`config.mk`:
```
export PLATFORM = sky130hd
export DESIGN_NAME = eth_uart_bridge
export DESIGN_NICKNAME = d
export VERILOG_FILES = /design/src/rtl/eth_uart_bridge.sv
export SDC_FILE = /design/constraint.sdc
export NUM_CORES = 1
export LEC_CHECK = 0
export CORE_MARGIN = 2
export CORE_UTILIZATION = 60
export CTS_CLUSTER_DIAMETER = 150
export DETAILED_ROUTE_END_ITERATION = 8
export GPL_TIMING_DRIVEN = 0
export PLACE_DENSITY_LB_ADDON = 0.2
export SYNTH_ARGS = -nofsm -noshare
export SYNTH_HDL_FRONTEND = slang
export SYNTH_SLANG_ARGS = --single-unit
```
`constraint.sdc`:
```
create_clock -name clk_200_mhz -period 4.4 [get_ports clk_200_mhz]
set_clock_uncertainty 0.05 [all_clocks]
set_input_delay 0.66 -clock clk_200_mhz [delete_from_list [all_inputs] [get_ports clk_200_mhz]]
set_output_delay 0.66 -clock clk_200_mhz [all_outputs]
set_load 0.02 [all_outputs]
```
`src/rtl/eth_uart_bridge.sv`:
```
// UART <-> RMII bridge: UART bytes go out as minimal frames on PHY1,
// PHY1 frame payloads land on the LEDs and are echoed on UART.
module eth_uart_bridge #(
  parameter int CLKS_PER_BIT   = 1736,
  parameter int PREAMBLE_BYTES = 7,
  parameter int IFG_DIBITS     = 48
) (
  input  logic       clk_200_mhz,
  input  logic       rst,
  input  logic       uart_rx,
  output logic       uart_tx,
  input  logic       crs_dv_1,
  input  logic       rx_er_1,
  input  logic [1:0] rx_d_1,
  output logic [1:0] tx_d_1,
  output logic       tx_e_1,
  output logic       clk_50_mhz_1,
  output logic       rst_n_1,
  output logic       mdc_1,
  inout  wire        mdio_1,
  input  logic       crs_dv_2,
  input  logic       rx_er_2,
  input  logic [1:0] rx_d_2,
  output logic [1:0] tx_d_2,
  output logic       tx_e_2,
  output logic       clk_50_mhz_2,
  output logic       rst_n_2,
  output logic       mdc_2,
  inout  wire        mdio_2,
  input  logic       btn,
  output logic [7:0] led
);

  localparam int CW = $clog2(CLKS_PER_BIT + 1);
  localparam int PW = $clog2(PREAMBLE_BYTES + 1);
  localparam int IW = $clog2(IFG_DIBITS + 1);

  localparam logic [CW-1:0] BIT_END  = CW'(CLKS_PER_BIT - 1);
  localparam logic [CW-1:0] HALF_END = CW'(CLKS_PER_BIT / 2 - 1);

  localparam logic [1:0] UR_IDLE  = 2'd0;
  localparam logic [1:0] UR_START = 2'd1;
  localparam logic [1:0] UR_DATA  = 2'd2;
  localparam logic [1:0] UR_STOP  = 2'd3;

  localparam logic [2:0] ET_IDLE = 3'd0;
  localparam logic [2:0] ET_PRE  = 3'd1;
  localparam logic [2:0] ET_SFD  = 3'd2;
  localparam logic [2:0] ET_DATA = 3'd3;
  localparam logic [2:0] ET_IFG  = 3'd4;

  localparam logic [1:0] ER_IDLE = 2'd0;
  localparam logic [1:0] ER_PRE  = 2'd1;
  localparam logic [1:0] ER_DATA = 2'd2;
  localparam logic [1:0] ER_WAIT = 2'd3;

  logic [1:0] ph;
  logic       tx_tick;
  logic       rx_tick;
  logic       rst_n_q;

  always_ff @(posedge clk_200_mhz) begin
    rst_n_q <= !rst;
    if (rst) ph <= 2'd0;
    else     ph <= ph + 2'd1;
  end

  assign tx_tick      = (ph == 2'd3);
  assign rx_tick      = (ph == 2'd1);
  assign clk_50_mhz_1 = ~ph[1];
  assign clk_50_mhz_2 = ~ph[1];
  assign rst_n_1      = rst_n_q;
  assign rst_n_2      = rst_n_q;
  assign mdc_1        = 1'b0;
  assign mdc_2        = 1'b0;
  assign mdio_1       = 1'bz;
  assign mdio_2       = 1'bz;
  assign tx_d_2       = 2'b00;
  assign tx_e_2       = 1'b0;

  logic unused_ok;
  assign unused_ok = ^{crs_dv_2, rx_er_2, rx_d_2};

  // UART receive
  logic [1:0]    rx_sync;
  logic          rx_prev;
  logic          rx_s;
  logic [1:0]    ur_state;
  logic [CW-1:0] ur_cnt;
  logic [2:0]    ur_bits;
  logic [7:0]    ur_sh;
  logic          ur_valid;

  assign rx_s = rx_sync[1];

  always_ff @(posedge clk_200_mhz) begin
    if (rst) begin
      rx_sync  <= 2'b11;
      rx_prev  <= 1'b1;
      ur_state <= UR_IDLE;
      ur_cnt   <= '0;
      ur_bits  <= 3'd0;
      ur_sh    <= 8'h00;
      ur_valid <= 1'b0;
    end else begin
      rx_sync  <= {rx_sync[0], uart_rx};
      rx_prev  <= rx_s;
      ur_valid <= 1'b0;
      unique case (ur_state)
        UR_IDLE: begin
          ur_cnt <= '0;
          if (rx_prev && !rx_s) ur_state <= UR_START;
        end
        UR_START: begin
          if (ur_cnt == HALF_END) begin
            ur_cnt   <= '0;
            ur_bits  <= 3'd0;
            ur_state <= rx_s ? UR_IDLE : UR_DATA;
          end else begin
            ur_cnt <= ur_cnt + 1'b1;
          end
        end
        UR_DATA: begin
          if (ur_cnt == BIT_END) begin
            ur_cnt  <= '0;
            ur_sh   <= {ur_sh[6:0], rx_s};
            ur_bits <= ur_bits + 3'd1;
            if (ur_bits == 3'd7) ur_state <= UR_STOP;
          end else begin
            ur_cnt <= ur_cnt + 1'b1;
          end
        end
        UR_STOP: begin
          if (ur_cnt == BIT_END) begin
            ur_cnt   <= '0;
            ur_state <= UR_IDLE;
            ur_valid <= rx_s;
          end else begin
            ur_cnt <= ur_cnt + 1'b1;
          end
        end
        default: ur_state <= UR_IDLE;
      endcase
    end
  end

  logic [2:0] btn_sync;
  logic       btn_rise;

  always_ff @(posedge clk_200_mhz) begin
    if (rst) btn_sync <= 3'b000;
    else     btn_sync <= {btn_sync[1:0], btn};
  end

  assign btn_rise = btn_sync[1] & ~btn_sync[2];

  // Ethernet transmit; every trigger goes through the pending slot
  logic          trig;
  logic [7:0]    trig_d;
  logic [7:0]    last_byte;
  logic          pend_v;
  logic [7:0]    pend_d;
  logic [7:0]    cur;
  logic [2:0]    et_state;
  logic [1:0]    dcnt;
  logic [PW-1:0] bcnt;
  logic [IW-1:0] icnt;
  logic [7:0]    sel;

  assign trig   = ur_valid | btn_rise;
  assign trig_d = ur_valid ? ur_sh : last_byte;

  always_comb begin
    sel = cur;
    unique case (1'b1)
      (et_state == ET_PRE): sel = 8'h55;
      (et_state == ET_SFD): sel = 8'hD5;
      default:              sel = cur;
    endcase
  end

  always_ff @(posedge clk_200_mhz) begin
    if (rst) begin
      last_byte <= 8'h00;
      pend_v    <= 1'b0;
      pend_d    <= 8'h00;
      cur       <= 8'h00;
      et_state  <= ET_IDLE;
      dcnt      <= 2'd0;
      bcnt      <= '0;
      icnt      <= '0;
      tx_e_1    <= 1'b0;
      tx_d_1    <= 2'b00;
    end else begin
      if (ur_valid) last_byte <= ur_sh;
      if (tx_tick) begin
        unique case (et_state)
          ET_IDLE: begin
            tx_e_1 <= 1'b0;
            tx_d_1 <= 2'b00;
            dcnt   <= 2'd0;
            bcnt   <= '0;
            if (pend_v) begin
              cur      <= pend_d;
              pend_v   <= 1'b0;
              et_state <= ET_PRE;
            end
          end
          ET_PRE, ET_SFD, ET_DATA: begin
            tx_e_1 <= 1'b1;
            tx_d_1 <= 2'(sel >> {dcnt, 1'b0});
            dcnt   <= dcnt + 2'd1;
            if (dcnt == 2'd3) begin
              unique case (et_state)
                ET_PRE: begin
                  if (bcnt == PW'(PREAMBLE_BYTES - 1)) et_state <= ET_SFD;
                  else bcnt <= bcnt + 1'b1;
                end
                ET_SFD: et_state <= ET_DATA;
                default: begin
                  et_state <= ET_IFG;
                  icnt     <= '0;
                end
              endcase
            end
          end
          ET_IFG: begin
            tx_e_1 <= 1'b0;
            tx_d_1 <= 2'b00;
            if (icnt == IW'(IFG_DIBITS - 1)) et_state <= ET_IDLE;
            else icnt <= icnt + 1'b1;
          end
          default: et_state <= ET_IDLE;
        endcase
      end
      if (trig) begin
        pend_v <= 1'b1;
        pend_d <= trig_d;
      end
    end
  end

  // Ethernet receive
  logic [1:0] er_state;
  logic [1:0] er_prev;
  logic [7:0] er_sh;
  logic [1:0] er_cnt;
  logic       echo_v;

  always_ff @(posedge clk_200_mhz) begin
    if (rst) begin
      er_state <= ER_IDLE;
      er_prev  <= 2'b00;
      er_sh    <= 8'h00;
      er_cnt   <= 2'd0;
      led      <= 8'h00;
      echo_v   <= 1'b0;
    end else begin
      echo_v <= 1'b0;
      if (rx_tick) begin
        if (!crs_dv_1 || rx_er_1) begin
          er_state <= ER_IDLE;
        end else begin
          unique case (er_state)
            ER_IDLE: begin
              er_state <= ER_PRE;
              er_prev  <= rx_d_1;
            end
            ER_PRE: begin
              er_prev <= rx_d_1;
              er_cnt  <= 2'd0;
              if (er_prev == 2'b01 && rx_d_1 == 2'b11) er_state <= ER_DATA;
            end
            ER_DATA: begin
              er_sh  <= {rx_d_1, er_sh[7:2]};
              er_cnt <= er_cnt + 2'd1;
              if (er_cnt == 2'd3) begin
                led      <= {rx_d_1, er_sh[7:2]};
                echo_v   <= 1'b1;
                er_state <= ER_WAIT;
              end
            end
            default: er_state <= ER_WAIT;
          endcase
        end
      end
    end
  end

  // UART transmit with a one-deep holding register
  logic          hold_v;
  logic [7:0]    hold_d;
  logic          ut_busy;
  logic [7:0]    ut_sr;
  logic [CW-1:0] ut_cnt;
  logic [3:0]    ut_idx;

  always_ff @(posedge clk_200_mhz) begin
    if (rst) begin
      hold_v  <= 1'b0;
      hold_d  <= 8'h00;
      ut_busy <= 1'b0;
      ut_sr   <= 8'h00;
      ut_cnt  <= '0;
      ut_idx  <= 4'd0;
      uart_tx <= 1'b1;
    end else begin
      if (!ut_busy) begin
        if (hold_v) begin
          ut_busy <= 1'b1;
          ut_sr   <= hold_d;
          uart_tx <= 1'b0;
          ut_cnt  <= '0;
          ut_idx  <= 4'd0;
          hold_v  <= 1'b0;
        end
      end else if (ut_cnt == BIT_END) begin
        ut_cnt <= '0;
        ut_idx <= ut_idx + 4'd1;
        if (ut_idx == 4'd9) begin
          ut_busy <= 1'b0;
        end else if (ut_idx == 4'd8) begin
          uart_tx <= 1'b1;
        end else begin
          uart_tx <= ut_sr[7];
          ut_sr   <= {ut_sr[6:0], 1'b0};
        end
      end else begin
        ut_cnt <= ut_cnt + 1'b1;
      end
      if (echo_v) begin
        hold_v <= 1'b1;
        hold_d <= led;
      end
    end
  end

endmodule

```
==> results of run 1 <==
[kinds of logic after synthesis]
kind of cell / Yosys count / synth area share [%]
simple gates: 241 / 20.6
flops: 131 / 45.0
compound gates: 127 / 15.1
buf+inv: 64 / 4.90
mux: 46 / 8.27
fa+ha+maj: 19 / 4.08
xor+xnor: 13 / 1.96
other cells: 1 / 0.0644
[layer usage]
layer / GRT usage, % / up-vias / share of wire [%]
li1: - / 2401 / -
met1: 32.0 / 2387 / 41
met2: 49.5 / 169 / 51
met3: 6.03 / 33 / 5.3
met4: 12.2 / 0 / 2.1
met5: 0 / - / 0
[registers in the layout, indices dropped and copies added (netlist names), 3 cells and up, named ones only]
name	cells
ut_cnt	11
led	8
bcnt	3
ur_bits	3
ut_sr	8
ut_idx	4
hold_d	8
ur_sh	8
et_state	3
cur	8
icnt	6
last_byte	8
btn_sync	3
pend_d	8
er_sh	6
ur_cnt	11
[cell usage after synthesis, types with 4 or more instances]
master	instances	share of area, %
dfxtp_1	131	45
nor2_1	81	5.2
nand2_1	43	2.8
mux2i_1	38	6.5
a21oi_1	36	3.1
nand3_1	28	2.4
clkbuf_1	23	1.5
nor3_1	23	2.0
a31oi_1	20	2.1
ha_1	19	4.1
inv_1	19	1.2
a211oi_1	13	1.7
nor2b_1	10	1.1
xnor2_1	10	1.5
buf_4	9	1.2
nand2b_1	9	0.97
nor4_1	9	0.97
o21ai_0	9	0.77
buf_1	8	0.52
mux2_2	7	1.4
a21o_1	5	0.64
nand4_1	5	0.54
nand4b_1	5	0.75
o2111ai_1	5	0.75
o31ai_1	5	0.64
or2_2	5	0.54
o32ai_1	4	0.60
[metrics by stage]
step / util [%] / std cells / hold slack [ps] / total power [mW] / instance area, um2
6_report: 73.5 / 831 / 381 / 2.81 / 6860
2_1_floorplan: - / 648 / 339 / 1.31 / 5850
3_5_place_dp: 66.9 / 800 / 373 / 1.35 / 6240
3_3_place_gp: 66.9 / 800 / 352 / 1.35 / 6240
4_1_cts: 73.5 / 831 / 387 / 2.82 / 6860
5_1_grt: 73.5 / 831 / 397 / 2.89 / 6860
[final cells by class]
class	count	area, um2
inverters	20	75.1
well taps	129	161
repair buffers	23	230
fillers	698	2470
clock inverters	11	178
flip-flops and latches	131	2620
clock buffers	20	445
multi-input cells	453	2940
plain buffers	44	210
[power breakdown]
| group | total, mW | internal [mW] | switching [mW] |
|---|---|---|---|
| Combinational | 0.120 | 0.0419 | 0.0777 |
| Sequential | 1.21 | 1.20 | 0.00897 |
| Clock | 1.48 | 0.952 | 0.529 |
| Total | 2.81 | 2.19 | 0.616 |
[path summary, 6_finish.rpt]
| check | from | end | slack, ps | cells after the start |
|---|---|---|---|---|
| worst min-delay path | rx_sync[0] | rx_sync[1] | 380 | 1 |
| worst max register to register | ut_cnt[0] | ut_cnt[5] | 2330 | 5 |
| worst max-delay path | ph[1] | clk_50_mhz_2 | 2050 | 3 |
| worst min register to register | rx_sync[0] | rx_sync[1] | 380 | 1 |
[worst max-delay path, stage by stage (launching register included)]
cell	delay (ps)
dfxtp_1	310
inv_1	110
buf_4	120
clkdlybuf4s50_1	580
==> impl_metrics.yaml, run 1 <==
route:
  ant_nets: 0
  vias_per_cell: 6.00
  wl_per_cell_um: 16.8
  drc_errors: 0
  drtPass1Iterations: 5
  drtIter0Drc: 259
  num_vias: 4990
  routed_wl_um: 13900
clock_network:
  clock-sinks: 131
  ctsResizeCount: 0
  cts-root-buf: "clkbuf_8"
  hold_buffers: 0
  cts_tree: "built"
  clk_latency_ps: 520
  cts_max_path_buffers: 2
  cts_setup_buffers: 0
  clk_pin_slew_ps: 60
  numCtsBuffers: 17
  ctsHtreeMaxLevel: 4
sta:
  finalCritPeriodShare_pct: 53.5
  rsz0062_at_grt: "false"
  slew_headroom_pct: 45.0
  setup_viol: 0
  worst_pin_slew_ps: 821
  setup_ws_ps: 2050
  slew_viol_final: 0
  max_freq_mhz: 425
  setup_tns_ps: 0
  hold_viol_final: 0
  min_period_ps: 2350
placement:
  routabilityCongestion: 0.858
  portBuffers: 23
  dp_worst_setup_slack_ps: 1760
  dp_hpwl_um: 9200
floorplan:
  start_util_pct: 62.4
  fp.dieW_um: 103
  ios: 35
  fp.dieH_um: 103
  die_area_mm2: 0.0105
  core_mm2: 0.00933
  rows: 35
worst_setup_path:
  cp.arrival_ps: 1640
  start_kind: "flop"
  path_class: "flop to output pin"
  crit_fanout: 3
  critPathRequiredTime_ps: 3690
  cp-end-kind: "output pin"
grt:
  grt_pass1_vias: 4860
  grt_pass1_wl_um: 22600
  grt-ovfl-total: 0
  grt_max_degree: 17
  antenna_found_initial: 0
  grt.total_usage_pct: 27.8
synthesis:
  synthCells: 642
  ys_types: 70
  yosysSeqAreaShare_pct: 45.0
  ys_seq_elements: 131
  yosysWarningCount: 0
  syn_area_mm2: 0.00582
  async_flop_share_pct: 0
  synthFlopType: "dfxtp_1"
  postSynthAreaPerCell_um2: 9.07
  synth-edff-count: 0
cells_and_area:
  fin_nets: 721
  mostFrequentLayoutCells: "dfxtp_1 (131), nor2_1 (81), nand2_1 (43)"
  n_antenna_cell: 0
  drive_above_1_share_pct: 9.12
  area_growth_syn_to_layout_pct: 17.8
  final_common_cell: "dfxtp_1"
status:
  status: "complete, no violations"
power_and_ir_drop:
  leakage_nw: 2.50
  ir_drop_uv: 348
  powerDensity_mw_per_mm2: 409
min_path:
  hold_path_class: "flop to flop"
run:
  drv_cap: 0
Power figures use the tool's default switching activity.
==> run 2, diff against run 1 <==
Settings changed: CORE_UTILIZATION 60 to 53.
Clock period 4.4 ns to 2.1 ns, I/O delays scaled along.
==> run 2 against run 1 <==
Against the previous run: clock power up 92%; sequential share of layout area up 0.077 points; sequential power increased by 110%; worst hold slack got worse by 88 ps; global-route usage is 4.3 points lower; non-clock buffer count shrank 1; first-iteration DRC count is 12% lower.
==> impl_metrics.yaml, run 2 (synthesized netlist as in run 1, its figures left out) <==
grt:
  antenna_found_initial: 0
  grt_pass1_vias: 4523
  busiest_layer: "met2"
  grt_pass1_wl_um: 21500
  use_met3_pct: 6.04
  use_met2_pct: 37.6
  grt_use_met1_pct: 29.8
  grt.total_usage_pct: 23.5
  grt-ovfl-total: 0
  grt_max_degree: 17
power_and_ir_drop:
  pwr-share-seq_pct: 45.1
  p_int_mw: 4.30
  power_frac_clock_pct: 50.6
  powerDensity_mw_per_mm2: 821
  p_sw_share_pct: 23.4
  pwr-share-comb_pct: 4.4
  leakage_nw: 2.50
  netSwitchingPower_mw: 1.32
  ir_drop_uv: 666
cells_and_area:
  final_common_cell: "dfxtp_1"
  multi_input_area_mm2: 0.00296
  mostFrequentLayoutCells: "dfxtp_1 (131), nor2_1 (81), nand2_1 (43)"
  drive_above_1_share_pct: 9.97
  nFillCells: 921
  area_growth_syn_to_layout_pct: 17.6
  seqCellArea_mm2: 0.00262
  instances_no_fill: 842
  top_regs: "ur_cnt (11), ut_cnt (11)"
  post-route-util_pct: 63.4
  n_antenna_cell: 0
  fin_nets: 720
sta:
  hold_viol_final: 0
  max_freq_mhz: 500
  worst_pin_slew_ps: 654
  finalCritPeriodShare_pct: 95.2
  rsz0062_at_grt: "false"
  slew_viol_final: 0
  setup_viol: 0
  min_period_ps: 2000
  slew_headroom_pct: 56.2
route:
  vias_per_cell: 5.67
  routed_wl_um: 12800
  ant_nets: 0
  drc_errors: 0
  drtPass1Iterations: 6
  drtIter0Drc: 227
  num_vias: 4775
  wl_per_cell_um: 15.2
clock_network:
  cts_max_path_buffers: 2
  ctsHtreeMaxLevel: 4
  cts_tree: "built"
  numCtsBuffers: 17
  clk_latency_ps: 530
  hold_buffers: 0
  cts-root-buf: "clkbuf_8"
  clk_pin_slew_ps: 60
  clock-sinks: 131
run:
  drv_cap: 0
worst_setup_path:
  cp_slowest_cell: "clkdlybuf4s50_1"
  path_class: "flop to output pin"
  cp.arrival_ps: 1630
  cp-end-kind: "output pin"
  cp_cell_sequence: "inv_1 -> buf_4 -> clkdlybuf4s50_1"
  reg2reg_from: "ut_cnt[0]"
  max_stage_delay_ps: 580
  crit_family: "buffers and inverters"
  critPathRequiredTime_ps: 1740
  start_kind: "flop"
  crit_start: "ph[1]"
  path_buf_inv: 3
  crit_fanout: 3
placement:
  portBuffers: 23
  routabilityCongestion: 0.865
  dp_cells: 811
  dp_hpwl_um: 9020
floorplan:
  fp.dieW_um: 109
  core_mm2: 0.0108
  start_util_pct: 54.0
  ios: 35
  die_area_mm2: 0.0118
  rows: 38
  fp.dieH_um: 109
min_path:
  worstHoldStart: "btn"
  hold_path_class: "input pin to flop"
status:
  status: "complete, no violations"
-- run 2: worst paths after layout --
kind / endpoint / slack, ps / depth (start not counted)
setup reg to reg: ut_sr[5] / 140 / 6
hold reg to reg: rx_sync[1] / 380 / 1
setup / recovery: clk_50_mhz_2 / 100 / 3
hold / removal: btn_sync[0] / 290 / 2
-- run 2: layout make-up --
cell class | instances | area share, %
Buffer | 42 | 2.98
Timing Repair Buffer | 24 | 3.47
Inverter | 20 | 1.10
Sequential cell | 131 | 38.3
Clock inverter | 14 | 2.23
Clock buffer | 18 | 6.10
Multi-Input combinational cell | 453 | 43.3
Tap cell | 140 | 2.56
-- run 2: metal layers --
metal	vias up	wire, um
met1	2235	5830
met3	23	636
met4	0	264
met2	119	6110
li1	2398	-
met5	-	0
-- run 2: stage by stage --
stage | total power, mW | worst slack, ps | setup TNS [ps] | hold WS, ps | instance area [um2]
global route | 5.81 | 7.43 | 0 | 281 | 6850
floorplan | 2.74 | 321 | 0 | 339 | 5850
finish | 5.62 | 102 | 0 | 293 | 6850
detailed placement | 2.83 | -202 | -6240 | 362 | 6250
CTS | 5.66 | 64.5 | 0 | 269 | 6820
global placement | 2.82 | -200 | -7100 | 348 | 6250
-- run 2: timing repair --
item | CTS | global route
endpoints found under the setup margin | 0 | 34
setup buffers | 0 | 1
resized for setup | 0 | 6
-- run 2: worst register-to-register path, cell delays in order, from the launching register on --
cell,delay (ps)
dfxtp_1,390
ha_1,260
and4b_1,270
a31oi_1,130
clkbuf_1,260
nor4_1,390
nor3_1,80
-- run 2: power by group through the flow --
stage | clock network, mW | logic (mW) | registers [mW]
after floorplan | 0 | 0.158 | 2.58
after global placement | 0 | 0.240 | 2.58
after detailed placement | 0 | 0.245 | 2.59
after CTS | 2.89 | 0.246 | 2.53
after global routing | 3.00 | 0.271 | 2.53
final | 2.84 | 0.246 | 2.53
==> run 3, diff against run 2 <==
Settings changed: CTS_CLUSTER_SIZE set to 14, SKIP_CTS_REPAIR_TIMING set to 1.
==> results of run 3 <==
Same layout as run 2: the final DEF is identical, and so are final timing and power.
